===== src/rtl/mesh_pkg.sv =====
`timescale 1ns/1ps
`default_nettype none
// ============================================================================
// mesh_pkg : shared mesh defaults, FSM state encoding and tile-index width helper
// Rev 1.0
// ============================================================================
package mesh_pkg;

    localparam int MESH_ADDRESS_SIZE = 10;
    localparam int MESH_DATA_SIZE    = 8;
    localparam int MESH_NB_TILES     = 4;

    typedef enum logic [1:0] {
        ST_IDLE  = 2'd0,
        ST_ISSUE = 2'd1,
        ST_WAIT  = 2'd2,
        ST_RESP  = 2'd3
    } mesh_state_e;

    // A single tile needs no index bits at all.
    function automatic int tile_index_width(input int nb_tiles);
        return (nb_tiles <= 1) ? 0 : $clog2(nb_tiles);
    endfunction

endpackage
`default_nettype wire


===== src/rtl/mesh_tile_decode.sv =====
`timescale 1ns/1ps
`default_nettype none
// ============================================================================
// mesh_tile_decode : tile index -> one-hot select plus in-range flag (combinational)
// Rev 1.0
// ============================================================================
module mesh_tile_decode
    import mesh_pkg::*;
#(
    parameter int NB_TILES = MESH_NB_TILES,
    parameter int IDX_W    = 1
) (
    input  logic [IDX_W-1:0]    idx,
    output logic [NB_TILES-1:0] one_hot,
    output logic                in_range
);

    always_comb begin
        one_hot  = '0;
        for (int i = 0; i < NB_TILES; i++) begin
            one_hot[i] = (32'(idx) == 32'(i));
        end
        // Non-power-of-two arrays leave index codes with no tile behind them.
        in_range = (32'(idx) < 32'(NB_TILES));
    end

endmodule
`default_nettype wire


===== src/rtl/mesh_readback.sv =====
`timescale 1ns/1ps
`default_nettype none
// ============================================================================
// mesh_readback : reads one word back from the tile addressed by a global address.
// Optional READBACK_TIMEOUT_EN bounds the wait for a tile acknowledge.  Rev 1.0
// ============================================================================
module mesh_readback
    import mesh_pkg::*;
#(
    parameter  int ADDRESS_SIZE   = MESH_ADDRESS_SIZE,
    parameter  int DATA_SIZE      = MESH_DATA_SIZE,
    parameter  int NB_TILES       = MESH_NB_TILES,
    parameter  int TIMEOUT_CYCLES = 16,
    localparam int TILE_W         = tile_index_width(NB_TILES),
    localparam int LOCAL_W        = ADDRESS_SIZE - TILE_W
) (
    input  logic                          CLK,
    input  logic                          RESET,
    input  logic                          REQ_VALID,
    output logic                          REQ_READY,
    input  logic [ADDRESS_SIZE-1:0]       ADDRESS,
    output logic [NB_TILES-1:0]           SELECT_TILE,
    output logic [LOCAL_W-1:0]            ADDRESS_TILE,
    input  logic [NB_TILES-1:0]           TILE_ACK,
    input  logic [NB_TILES*DATA_SIZE-1:0] TILE_DATA,
    output logic [DATA_SIZE-1:0]          DATA_OUT,
    output logic                          DATA_VALID,
    output logic                          ERROR
);

    localparam int IDX_W = (TILE_W > 0) ? TILE_W : 1;

    localparam logic [1:0] S_IDLE  = ST_IDLE;
    localparam logic [1:0] S_ISSUE = ST_ISSUE;
    localparam logic [1:0] S_WAIT  = ST_WAIT;
    localparam logic [1:0] S_RESP  = ST_RESP;

    if (TIMEOUT_CYCLES < 1 || NB_TILES < 1 || TILE_W >= ADDRESS_SIZE) begin : g_param_check
        $error("mesh_readback: illegal parameterisation");
    end

    logic [1:0]           state;
    logic                 req_ready;
    logic [NB_TILES-1:0]  select;
    logic [LOCAL_W-1:0]   addr_tile;
    logic [DATA_SIZE-1:0] data_out;
    logic                 data_valid;
    logic                 error;

    logic [IDX_W-1:0]     req_idx;
    logic [LOCAL_W-1:0]   req_local;
    logic [NB_TILES-1:0]  idx_one_hot;
    logic                 idx_in_range;
    logic                 ack_hit;
    logic [DATA_SIZE-1:0] ack_data;

    // With one tile there are no index bits and the whole address is local.
    if (TILE_W == 0) begin : g_single_tile
        assign req_idx   = '0;
        assign req_local = ADDRESS;
    end else begin : g_multi_tile
        assign req_idx   = ADDRESS[ADDRESS_SIZE-1 -: TILE_W];
        assign req_local = ADDRESS[LOCAL_W-1:0];
    end

    mesh_tile_decode #(
        .NB_TILES (NB_TILES),
        .IDX_W    (IDX_W)
    ) u_tile_decode (
        .idx      (req_idx),
        .one_hot  (idx_one_hot),
        .in_range (idx_in_range)
    );

    // The held one-hot select masks both the acknowledge and the data slice.
    assign ack_hit = |(TILE_ACK & select);

    always_comb begin
        ack_data = '0;
        for (int i = 0; i < NB_TILES; i++) begin
            if (select[i]) begin
                ack_data = TILE_DATA[i*DATA_SIZE +: DATA_SIZE];
            end
        end
    end

`ifdef READBACK_TIMEOUT_EN
    localparam int CNT_W = (TIMEOUT_CYCLES > 1) ? $clog2(TIMEOUT_CYCLES) : 1;
    localparam logic [CNT_W-1:0] WAIT_LAST = CNT_W'(TIMEOUT_CYCLES - 1);

    logic [CNT_W-1:0] wait_count;
`endif

    always_ff @(posedge CLK) begin
        if (!RESET) begin
            state      <= S_IDLE;
            req_ready  <= 1'b0;
            select     <= '0;
            addr_tile  <= '0;
            data_out   <= '0;
            data_valid <= 1'b0;
            error      <= 1'b0;
`ifdef READBACK_TIMEOUT_EN
            wait_count <= '0;
`endif
        end else begin
            data_valid <= 1'b0;
            case (state)
                S_IDLE: begin
                    req_ready <= 1'b1;
                    if (REQ_VALID && req_ready) begin
                        req_ready <= 1'b0;
                        if (idx_in_range) begin
                            select    <= idx_one_hot;
                            addr_tile <= req_local;
                            state     <= S_ISSUE;
                        end else begin
                            data_out   <= '0;
                            error      <= 1'b1;
                            data_valid <= 1'b1;
                            state      <= S_RESP;
                        end
                    end
                end
                // Acknowledges seen while the select is first presented are ignored.
                S_ISSUE: begin
                    state <= S_WAIT;
`ifdef READBACK_TIMEOUT_EN
                    wait_count <= '0;
`endif
                end
                S_WAIT: begin
                    if (ack_hit) begin
                        data_out   <= ack_data;
                        error      <= 1'b0;
                        select     <= '0;
                        data_valid <= 1'b1;
                        state      <= S_RESP;
                    end
`ifdef READBACK_TIMEOUT_EN
                    else if (wait_count == WAIT_LAST) begin
                        data_out   <= '0;
                        error      <= 1'b1;
                        select     <= '0;
                        data_valid <= 1'b1;
                        state      <= S_RESP;
                    end else begin
                        wait_count <= wait_count + CNT_W'(1);
                    end
`endif
                end
                S_RESP: begin
                    req_ready <= 1'b1;
                    state     <= S_IDLE;
                end
                default: begin
                    state <= S_IDLE;
                end
            endcase
        end
    end

    assign REQ_READY    = req_ready;
    assign SELECT_TILE  = select;
    assign ADDRESS_TILE = addr_tile;
    assign DATA_OUT     = data_out;
    assign DATA_VALID   = data_valid;
    assign ERROR        = error;

endmodule
`default_nettype wire


===== config.mk =====
export PLATFORM = sky130hd
export DESIGN_NAME = mesh_readback
export DESIGN_NICKNAME = d
export VERILOG_FILES = /design/src/rtl/mesh_pkg.sv /design/src/rtl/mesh_tile_decode.sv /design/src/rtl/mesh_readback.sv
export SDC_FILE = /design/constraint.sdc
export NUM_CORES = 1
export LEC_CHECK = 0
export BUFFER_PORTS_ARGS = -buffer_cell sky130_fd_sc_hd__buf_2
export CAP_MARGIN = 40
export CORE_MARGIN = 2
export CORE_UTILIZATION = 45
export DETAILED_ROUTE_END_ITERATION = 7
export GPL_ROUTABILITY_DRIVEN = 0
export PLACE_DENSITY = 0.87
export SYNTH_ARGS = -nofsm -noshare
export SYNTH_HDL_FRONTEND = slang
export SYNTH_SLANG_ARGS = --single-unit

===== constraint.sdc =====
create_clock -name CLK -period 2.1 [get_ports CLK]
set_input_delay 0.525 -clock CLK [delete_from_list [all_inputs] [get_ports CLK]]
set_output_delay 0.525 -clock CLK [all_outputs]
set_load 0.01 [all_outputs]

==> out/qor.json <==
{
  "cts_tree": {"value": "done"},
  "multiInputGateArea": {"value": 785, "unit": "um^2"},
  "cp-end-kind": {"value": "primary output"},
  "grtUsageMet1": {"value": 27.7, "unit": "%"},
  "power.static_leakage": {"value": 0.000837, "unit": "uW"},
  "synth_edf_count": {"value": 0},
  "ys.flop_type": {"value": "dfxtp_1"},
  "ys_ff_latch": {"value": 24},
  "cts_max_path_buffers": {"value": 2},
  "final_min_period_over_clock_period": {"value": 84.8, "unit": "%"},
  "synthDominantAreaCellType": {"value": "dfxtp_1"},
  "die_width": {"value": 60.2, "unit": "um"},
  "ctsResizeCount": {"value": 0},
  "power_switching_share": {"value": 35.9, "unit": "%"},
  "arrival": {"value": 1260, "unit": "ps"},
  "proportion_of_power_drawn_by_combinational_gates": {"value": 39.1, "unit": "%"},
  "final_nets": {"value": 282},
  "post-cts-setup-buffers": {"value": 0},
  "p_per_area": {"value": 817, "unit": "mW/mm^2"},
  "worstPathCellList": {"value": "buf_4, buf_2"},
  "clock-sinks": {"value": 24},
  "top_level_ports": {"value": 72},
  "clock_insertion_delay_worst_skew": {"value": 310, "unit": "ps"},
  "post-route-drc-count": {"value": 0},
  "ir_worst_vdd": {"value": 0.597, "unit": "mV"},
  "holdBufCountCts": {"value": 0},
  "grt_pass1_vias": {"value": 1320},
  "design.die.area": {"value": 0.00362, "unit": "mm^2"},
  "yosysUniqueCellTypes": {"value": 32},
  "hold_path_startpoint": {"value": "ADDRESS[7]"},
  "final-max-slew-violation-count": {"value": 0},
  "clock_power_share": {"value": 22.5, "unit": "%"},
  "max_freq": {"value": 562, "unit": "MHz"},
  "placedInstanceArea": {"value": 0.00176, "unit": "mm^2"},
  "critPathLaunch": {"value": "SELECT_TILE[2]"},
  "yosysWarningCount": {"value": 0},
  "postSynthAreaPerCell": {"value": 8.60, "unit": "um^2"},
  "met2_usage": {"value": 35.6, "unit": "%"},
  "post_synth_most_frequent_cells": {"value": "dfxtp_1 (24), nand2_1 (24), a21oi_1 (16), inv_1 (14)"},
  "netlist_instances": {"value": 165},
  "switchingPower": {"value": 531, "unit": "uW"},
  "dp.cells": {"value": 269},
  "final-setup-viol-count": {"value": 0},
  "drtIter0Drc": {"value": 75},
  "grt_pass1_wl": {"value": 5.84, "unit": "mm"},
  "grt_start_max_net_pins": {"value": 16},
  "h-tree-depth": {"value": 1},
  "hold_removal_path_class": {"value": "input pin to register"},
  "post_route_cells_drive_above_1_share": {"value": 41.0, "unit": "%"},
  "antenna_found_initial": {"value": 0},
  "final.setup.tns": {"value": 0, "unit": "ps"},
  "io_buffer_count": {"value": 70},
  "globalRoute.busiestLayer": {"value": "met2"},
  "critical_path.reg2reg.startpoint": {"value": "state[1]"},
  "period_minus_slack": {"value": 1780, "unit": "ps"},
  "global_route.usage.total": {"value": 21.1, "unit": "%"},
  "finalNonFillerCells": {"value": 273},
  "cpPeakStageDelay": {"value": 520, "unit": "ps"},
  "diodes": {"value": 0},
  "cp-start-kind": {"value": "register"},
  "clock_slew_seen_by_the_registers_of_the_worst_setup_and_hold_paths": {"value": 130, "unit": "ps"},
  "synth.area.top_cells": {"value": "dfxtp_1 (34%), nand2_1 (6.3%), o221a_2 (6.3%)"},
  "wl_per_cell": {"value": 13.2, "unit": "um"},
  "vias": {"value": 1467},
  "critPathKind": {"value": "register to primary output"},
  "yosys.area.top_type_share": {"value": 33.9, "unit": "%"},
  "post_drt_via_cell_ratio": {"value": 5.37},
  "clock_skew": {"value": 0.849, "unit": "ps"},
  "grt_setup_unrepaired": {"value": "false"},
  "seq_area_frac_synth": {"value": 33.9, "unit": "%"},
  "seqCellArea": {"value": 480, "unit": "um^2"},
  "reg2reg_depth": {"value": 4},
  "drv.max_cap_violation_count": {"value": 0},
  "internal_power": {"value": 950, "unit": "uW"},
  "floorplan.rows": {"value": 20},
  "timing_hold_violations_final": {"value": 0},
  "groute.layer.met3.usage": {"value": 2.81, "unit": "%"},
  "final_core_utilization": {"value": 59.9, "unit": "%"},
  "synth-async-reset-ratio": {"value": 0, "unit": "%"},
  "detailedRoute.firstPassIterationCount": {"value": 4},
  "syn-cell-area": {"value": 0.00142, "unit": "mm^2"},
  "maximum_fanout_encountered_on_the_critical_timing_path": {"value": 14},
  "overall_overflow_remaining_after_global_route": {"value": 0},
  "starting_utilization_of_the_core_area": {"value": 46.9, "unit": "%"},
  "dp_hpwl": {"value": 2.77, "unit": "mm"},
  "run_status": {"value": "finished clean"},
  "synthesis.nets": {"value": 217},
  "cts_made_buffers": {"value": 3},
  "sequentialPowerShare": {"value": 38.4, "unit": "%"},
  "design_area": {"value": 0.00181, "unit": "mm^2"},
  "fillerInstances": {"value": 273},
  "floorplan.core_area": {"value": 0.00303, "unit": "mm^2"},
  "route.final.wire_length": {"value": 3.60, "unit": "mm"},
  "crit_required": {"value": 1570, "unit": "ps"},
  "holdPathStages": {"value": 3},
  "cell_at_the_slowest_stage_of_the_critical_path": {"value": "dfxtp_1"},
  "die_height": {"value": 60.2, "unit": "um"},
  "clock_tree_root_buffer_cell": {"value": "clkbuf_4"},
  "antenna_violating_nets_post_route": {"value": 0},
  "area_growth_syn_to_layout": {"value": 27.8, "unit": "%"}
}
==> power groups by stage <==
stage	Sequential [uW]	Combinational (uW)	Clock, uW
after floorplan	583	411	0
final	569	580	333
after global routing	579	654	355
after CTS	568	577	338
after detailed placement	579	573	0
after global placement	575	558	0
==> kinds of logic after synthesis <==
logic type	share of synthesized area (%)
AO/OA/AOI/OAI	36.3
AND/OR/NAND/NOR	16.0
buffers and inverters	10.8
other	0.264
flip-flops	33.9
adder cells (fa/ha/maj)	2.65
==> routing by layer <==
layer / vias up / routed length, um
met5: - / 0
met4: 0 / 0
met3: 0 / 159
met2: 40 / 1780
met1: 678 / 1650
li1: 749 / -
==> sequential cells by signal (all words and copies together), names as in the netlist <==
register and flops:
REQ_READY 1, DATA_OUT 8, ADDRESS_TILE 8, state 2, DATA_VALID 1, SELECT_TILE 4
==> final timing paths <==
kind / end / slack (ps)
setup reg to reg: SELECT_TILE[3] / 320
setup / recovery: SELECT_TILE[2] / 320
hold / removal: ADDRESS_TILE[7] / 430
hold reg to reg: ADDRESS_TILE[0] / 460
==> cell type report <==
cell class,count,area share (%)
multi-input combinational,112,43.3
sequential,24,26.5
timing repair buffer,75,21.4
tap,44,3.04
inverter,14,2.90
clock inverter,1,1.66
clock buffer,3,1.24
==> stage by stage <==
stage / worst slack [ps] / power, uW / hold WS [ps]
after global placement: 439 / 1130 / 439
final: 319 / 1480 / 431
after floorplan: 531 / 994 / 477
after CTS: 327 / 1480 / 420
after detailed placement: 357 / 1150 / 442
after global routing: 83.0 / 1590 / 410
==> cells in the final DEF (no fill, tap or decap), drive strengths merged <==
cell / instances
bufinv: 1
nor4: 1
a311oi: 4
clkbuf: 3
conb: 1
a211oi: 4
a21boi: 2
o21ai: 2
nand2: 24
nor3: 1
o2bb2ai: 1
buf: 75
o221a: 8
ha: 3
or4: 1
o211ai: 8
and4b: 1
a21oi: 16
dfxtp: 24
and2: 1
a22oi: 2
nand3b: 8
a221oi: 8
nand3: 3
a2111oi: 1
a31oi: 5
inv: 14
and3: 2
nor2: 3
a22o: 2
==> worst max-delay path: cells and delay by family, from the launching register on <==
kind | cells | cell delay, ps
DFF | 1 | 520
buffers and inverters | 2 | 430
Note: power is estimated with default switching activity, not from simulation.
